### config.mk
export PLATFORM = sky130hd
export DESIGN_NAME = cvxif_mm_responder
export DESIGN_NICKNAME = d
export VERILOG_FILES = /design/src/rtl/mm_cvxif_pkg.sv /design/src/rtl/mm_mac_unit.sv /design/src/rtl/cvxif_mm_responder.sv
export SDC_FILE = /design/constraint.sdc
export NUM_CORES = 2
export LEC_CHECK = 0
export CAP_MARGIN = 15
export CELL_PAD_IN_SITES_DETAIL_PLACEMENT = 1
export CELL_PAD_IN_SITES_GLOBAL_PLACEMENT = 1
export CORE_AREA = 2 2 331 333
export DETAILED_ROUTE_END_ITERATION = 8
export DIE_AREA = 0 0 333 335
export PLACE_DENSITY_LB_ADDON = 0.1
export SYNTH_ARGS = -nofsm -noshare
export SYNTH_HDL_FRONTEND = slang
export SYNTH_SLANG_ARGS = --single-unit
### constraint.sdc
create_clock -name clk_i -period 13.5 [get_ports clk_i]
set_input_delay 1.35 -clock clk_i [delete_from_list [all_inputs] [get_ports clk_i]]
set_output_delay 1.35 -clock clk_i [all_outputs]
set_load 0.05 [all_outputs]
### src/rtl/mm_cvxif_pkg.sv
// -----------------------------------------------------------------------------
// mm_cvxif_pkg
// Shared definitions for the CVXIF multiply-accumulate responder:
//   - MM_OPCODE          : custom-0 major opcode claimed by the responder
//   - funct3_e           : MAC / CLR / RDACC sub-operations
//   - state_e            : IDLE / EXEC / RESP responder states
//   - MM_MAC_LAT_DEFAULT : default number of EXEC cycles for a MAC
//   - is_mm_instr()      : instruction recognition (opcode, funct7, funct3)
// -----------------------------------------------------------------------------
package mm_cvxif_pkg;

    localparam logic [6:0] MM_OPCODE          = 7'b0001011;
    localparam int         MM_MAC_LAT_DEFAULT = 3;

    typedef enum logic [2:0] {
        F3_MAC   = 3'b000,
        F3_CLR   = 3'b001,
        F3_RDACC = 3'b010
    } funct3_e;

    typedef enum logic [1:0] {
        IDLE = 2'd0,
        EXEC = 2'd1,
        RESP = 2'd2
    } state_e;

    function automatic logic is_mm_instr(input logic [31:0] instr);
        logic [2:0] f3;
        f3 = instr[14:12];
        return (instr[6:0] == MM_OPCODE) && (instr[31:25] == 7'd0) &&
               ((f3 == F3_MAC) || (f3 == F3_CLR) || (f3 == F3_RDACC));
    endfunction

endpackage

### src/rtl/mm_mac_unit.sv
// -----------------------------------------------------------------------------
// mm_mac_unit
// Combinational multiply-add: o_acc_next = i_acc + signed(i_a) * signed(i_b).
// The accumulator register lives in the parent; this block only computes the
// next value.
//
// Ports:
//   i_acc      [63:0] current accumulator
//   i_a, i_b   [31:0] signed 32-bit operands
//   o_acc_next [63:0] accumulator after the multiply-add
//
// Configuration:
//   MM_RESP_SATURATE_EN defined   : signed overflow of the add clamps to the
//                                   most positive / most negative 64-bit value
//   MM_RESP_SATURATE_EN undefined : the add wraps modulo 2^64
// -----------------------------------------------------------------------------
module mm_mac_unit
    import mm_cvxif_pkg::*;
(
    input  logic [63:0] i_acc,
    input  logic [31:0] i_a,
    input  logic [31:0] i_b,
    output logic [63:0] o_acc_next
);

    logic signed [31:0] w_a;
    logic signed [31:0] w_b;
    logic signed [63:0] w_prod;

    assign w_a = i_a;
    assign w_b = i_b;

    // Size casts of signed operands sign-extend, so the product is exact.
    assign w_prod = 64'(w_a) * 64'(w_b);

    function automatic logic signed [63:0] sat_add(input logic signed [63:0] a,
                                                   input logic signed [63:0] b);
        logic signed [63:0] s;
        s = a + b;
`ifdef MM_RESP_SATURATE_EN
        // Overflow only when both addends share a sign the sum does not.
        if ((a[63] == b[63]) && (s[63] != a[63])) begin
            s = a[63] ? 64'sh8000_0000_0000_0000 : 64'sh7FFF_FFFF_FFFF_FFFF;
        end
`endif
        return s;
    endfunction

    assign o_acc_next = sat_add(i_acc, w_prod);

endmodule

### src/rtl/cvxif_mm_responder.sv
// -----------------------------------------------------------------------------
// cvxif_mm_responder
// CVXIF coprocessor responder implementing a 64-bit multiply-accumulator with
// three custom instructions (MAC, CLR, RDACC). One instruction is outstanding
// at a time: issue is only offered in IDLE, results are held in RESP until the
// core takes them.
//
// Parameters: XLEN (operand/result width, >= 32), ID_WIDTH, MAC_LAT (1..15)
//
// Ports:
//   clk_i, rst_i                 clock, asynchronous active-high reset
//   issue_valid_i/issue_ready_o  issue handshake (ready only in IDLE)
//   issue_instr_i, issue_id_i    instruction word and transaction id
//   rs1_i, rs2_i                 source operands (low 32 bits used)
//   issue_accept_o               instruction recognised (combinational)
//   issue_writeback_o            a result will be returned (= accept)
//   result_valid_o/result_ready_i result handshake (valid only in RESP)
//   result_id_o, result_data_o   echoed id and result value
//   result_rd_o, result_we_o     destination register and its write enable
//
// Configuration: define MM_RESP_SATURATE_EN to saturate the MAC add instead of
// wrapping (handled in mm_mac_unit).
// -----------------------------------------------------------------------------
module cvxif_mm_responder
    import mm_cvxif_pkg::*;
#(
    parameter int XLEN     = 64,
    parameter int ID_WIDTH = 2,
    parameter int MAC_LAT  = MM_MAC_LAT_DEFAULT
) (
    input  logic                clk_i,
    input  logic                rst_i,
    input  logic                issue_valid_i,
    output logic                issue_ready_o,
    input  logic [31:0]         issue_instr_i,
    input  logic [ID_WIDTH-1:0] issue_id_i,
    input  logic [XLEN-1:0]     rs1_i,
    input  logic [XLEN-1:0]     rs2_i,
    output logic                issue_accept_o,
    output logic                issue_writeback_o,
    output logic                result_valid_o,
    input  logic                result_ready_i,
    output logic [ID_WIDTH-1:0] result_id_o,
    output logic [XLEN-1:0]     result_data_o,
    output logic [4:0]          result_rd_o,
    output logic                result_we_o
);

    // Counter is loaded with MAC_LAT-1 so EXEC lasts exactly MAC_LAT cycles.
    localparam logic [3:0] LAT_LOAD = 4'(MAC_LAT - 1);

    state_e              r_state;
    logic [3:0]          r_cnt;
    logic [63:0]         r_acc;
    logic [31:0]         r_op_a;
    logic [31:0]         r_op_b;
    logic [ID_WIDTH-1:0] r_res_id;
    logic [XLEN-1:0]     r_res_data;
    logic [4:0]          r_res_rd;
    logic                r_res_we;

    logic                w_xfer;
    funct3_e             w_funct3;
    logic [63:0]         w_mac_acc;
    logic                w_unused_bits;

    // Gating with rst_i keeps ready low during reset and lets it rise on the
    // first cycle after reset is released, without waiting for a clock edge.
    assign issue_ready_o     = (r_state == IDLE) && !rst_i;
    assign issue_accept_o    = is_mm_instr(issue_instr_i);
    assign issue_writeback_o = issue_accept_o;
    assign w_xfer            = issue_valid_i && issue_ready_o;
    assign w_funct3          = funct3_e'(issue_instr_i[14:12]);

    assign result_valid_o = (r_state == RESP);
    assign result_id_o    = r_res_id;
    assign result_data_o  = r_res_data;
    assign result_rd_o    = r_res_rd;
    assign result_we_o    = r_res_we;

    assign w_unused_bits = ^{rs1_i[XLEN-1:32], rs2_i[XLEN-1:32], issue_instr_i[24:15]};

    mm_mac_unit u_mac (
        .i_acc      (r_acc),
        .i_a        (r_op_a),
        .i_b        (r_op_b),
        .o_acc_next (w_mac_acc)
    );

    // Operand capture: pure data, no reset needed, only read during EXEC.
    always_ff @(posedge clk_i) begin
        if (w_xfer) begin
            r_op_a <= rs1_i[31:0];
            r_op_b <= rs2_i[31:0];
        end
    end

    always_ff @(posedge clk_i or posedge rst_i) begin
        if (rst_i) begin
            r_state    <= IDLE;
            r_cnt      <= '0;
            r_acc      <= '0;
            r_res_id   <= '0;
            r_res_data <= '0;
            r_res_rd   <= '0;
            r_res_we   <= 1'b0;
        end else begin
            case (r_state)
                IDLE: begin
                    if (w_xfer && issue_accept_o) begin
                        r_res_id <= issue_id_i;
                        r_res_rd <= issue_instr_i[11:7];
                        r_res_we <= |issue_instr_i[11:7];
                        case (w_funct3)
                            F3_MAC: begin
                                r_cnt   <= LAT_LOAD;
                                r_state <= EXEC;
                            end
                            F3_CLR: begin
                                r_acc      <= '0;
                                r_res_data <= '0;
                                r_state    <= RESP;
                            end
                            default: begin
                                r_res_data <= XLEN'($signed(r_acc));
                                r_state    <= RESP;
                            end
                        endcase
                    end
                end
                EXEC: begin
                    if (r_cnt == 4'd0) begin
                        r_acc      <= w_mac_acc;
                        r_res_data <= XLEN'($signed(w_mac_acc));
                        r_state    <= RESP;
                    end else begin
                        r_cnt <= r_cnt - 4'd1;
                    end
                end
                RESP: begin
                    if (result_ready_i) begin
                        r_state <= IDLE;
                    end
                end
                default: r_state <= IDLE;
            endcase
        end
    end

endmodule

==> summary.txt <==
GRT
  • Largest net degree at the start of global routing: 103
  • Antenna violations before repair: 0
  • Gr usage total: around a quarter
  • Vias in the first global route: slightly below 40000
  • First-pass GRT wire length: roughly 230000 um
  • Gr ovfl total: 0

Synth
  • Top post-synthesis cells by area: fa_1 50%, inv_1 9.9%, dfrtp_1 7.4%, and2_1 6.0%, ha_1 5.7%
  • Most area-hungry cell type in the Yosys netlist: fa_1
  • Yosys top cell area share: 50.25%
  • Synth warn: 0
  • FF+latch count, synth: 206
  • Syn Nets: 6639
  • Most common cell in the netlist: inv_1
  • Post-synthesis cell type count: 76
  • Sequential fraction of the synthesis area: 11.36%
  • Post-synthesis instance area: 48200 um^2
  • Number of flops mapped to enable cells by yosys: between 60 and 70
  • Async S/R FF share, synth: 68.93%
  • Most frequent cells after synthesis: 1265 x inv_1, 1210 x fa_1, 724 x nand2_1, 460 x and2_1, 234 x clkbuf_1
  • Synthesized area per cell: 9.559 um^2
  • Synth Instances: 5043
  • Ys flop type: dfrtp_1

Timing
  • Final setup margin: 4.319 ns
  • Slew margin rel.: 21.68%
  • Min Tclk post-route: 9.181 ns
  • Fin crit share: 68.01%
  • Setup tns final: 0 ns
  • Fin. Hold Viols: 0
  • Max Clk Rate: 108.9 MHz
  • Final Max Slew Viols: 0
  • Clock Skews: about 0.055 ns
  • RSZ-0062 raised after global routing: no
  • Worst Tran Pin Value: 1.175 ns
  • Final setup viols: 0

Hold path
  • HP Class: reg2reg
  • Worst Hold Path Cells: 2

Routing
  • DR DRC count: 0
  • Drt via density: a little over 5
  • Vias: 33740
  • Drt pass-1 iters: 5
  • WL per Instance: roughly 22 um
  • Antenna Nets Post-Route: 0
  • DR iter-0 viols: 1384
  • Final wirelength: 140100 um

Final layout
  • Synth-to-Final Area Change: 8.506%
  • Share of cells above drive strength 1: 3.339%
  • Reg area: 5475 um^2
  • Multi-input gate area: between 30000 and 40000 um^2
  • Nets: roughly 6700
  • Fill count: around 12000

Setup path
  • Kind of critical path: reg2reg
  • Worst reg-to-reg path cell count: 26
  • Arr. time, crit path: 9.74 ns
  • CP startpoint kind: flop
  • Largest fanout on the critical path: 32
  • Flop2flop setup slack: 4.32 ns
  • CP Capture Type: flop
  • Req. time, crit path: ~14 ns

Run status
  • Status: finished, final reports clean

Die
  • Starting density of the core: roughly 45%
  • Die area: ~110000 um^2
  • Std-Cell Rows: between 100 and 150
  • Die X: 333 um
  • IO Count: ~240
  • Core box area: 108100 um^2
  • Die Y: approximately 340 um

Clocking
  • Post-CTS Repair Setup Buffers: 0
  • Worst-path clk slew: 0.06 ns
  • Clk sinks: between 200 and 250
  • CTS tree: built
  • Num CTS Buffers: 30
  • Hold Buf Count CTS: 0
  • Root buffer cell: clkbuf_16
  • CTS HTree Levels: 1
  • Max Root-Sink Buffers: 3
  • Clock latency on the worst-skew pair: 0.68 ns
  • Post-CTS sizing: 0

Place
  • Worst slack, placed: 4.194 ns
  • Port buffer count: 167
  • RePlAce Congestion: ~0.87
  • DP Wirelength: between 100000 and 150000 um

Job
  • Max Cap Viol: 0
final timing paths:
kind,from,end
min in group asynchronous,rst_i,result_rd_o[4]
setup reg to reg,r_op_b[5],result_data_o[63]
setup / recovery,r_op_b[5],result_data_o[63]
hold reg to reg,r_acc[58],r_acc[58]
max in group asynchronous,rst_i,r_acc[27]
hold / removal,r_acc[58],r_acc[58]
routing by layer:
metal  share of wire, %  up-vias  global-route usage [%]
li1                   -    14700                       -
met3                2.9      142                   2.209
met2                 54      479                   49.43
met1                 41    18410                   33.60
met4                1.9        0                   4.563
met5                  0        -                       0
stage by stage:
| step | hold slack [ns] | cell area (um^2) | instances | utilization, % |
|---|---|---|---|---|
| 3_3_place_gp | 0.4668 | 51290 | 6451 | 47.45 |
| 3_5_place_dp | 0.4763 | 51290 | 6451 | 47.45 |
| 6_report | 0.4902 | 52300 | 6508 | 48.39 |
| 5_1_grt | 0.5182 | 52300 | 6506 | 48.38 |
| 2_1_floorplan | 0.4556 | 48200 | 5043 | - |
| 4_1_cts | 0.4902 | 52300 | 6506 | 48.38 |
critical path: stages, from the launching register on:
cell and delay (ns):
edfxtp_1 0.32, buf_4 0.42, nand2_1 0.23, inv_1 0.13, fa_1 0.39, inv_1 0.25, fa_1 0.47, inv_1 0.24
fa_1 0.53, inv_1 0.68, fa_1 0.54, inv_1 0.08, fa_1 0.44, fa_1 0.50, fa_1 0.49, inv_1 0.05
fa_1 0.50, inv_1 0.05, ha_1 0.44, nand4_1 0.23, or4_1 0.45, nor3_1 0.22, nand3_1 0.11, o21ai_1 0.57
a31oi_1 0.20, xnor2_1 0.20, a221o_1 0.33
layout make-up:
class	instances	area share [%]
flip-flops and latches	206	10.47
multi-input cells	3321	70.80
diodes	2	0.009569
repair buffers	245	4.315
well taps	1414	3.383
inverters	1265	9.093
clock buffers	35	1.567
clock inverters	20	0.3660
state kept, by name, indices dropped and copies added, names as in the netlist:
register,cells
r_state,2
result_data_o,64
r_cnt,4
result_rd_o,5
result_we_o,1
r_acc,64
result_id_o,2
r_op_b,32
r_op_a,32
cells in the final DEF, fill, tap and decap left out, drive strengths merged, types with 89 or more instances in the layout:
cell type / synthesis / final
fa: 1210 / 1210
inv: 1265 / 1271
dfrtp: 142 / 142
and2: 461 / 461
a21oi: 100 / 100
nand2: 725 / 725
clkdlybuf4s50: 0 / 167
ha: 220 / 220
nor2: 133 / 133
o21ai: 89 / 89
cells by family after synthesis:
kind of cell	synth area share, %
buf+inv	11.92
flops	11.36
fa+ha+maj	55.96
compound gates	4.833
mux	0.5062
xor+xnor	1.272
simple gates	14.15
Power is not shown: default switching activity piles up to over one toggle a cycle in this logic, so the estimate is an artifact.
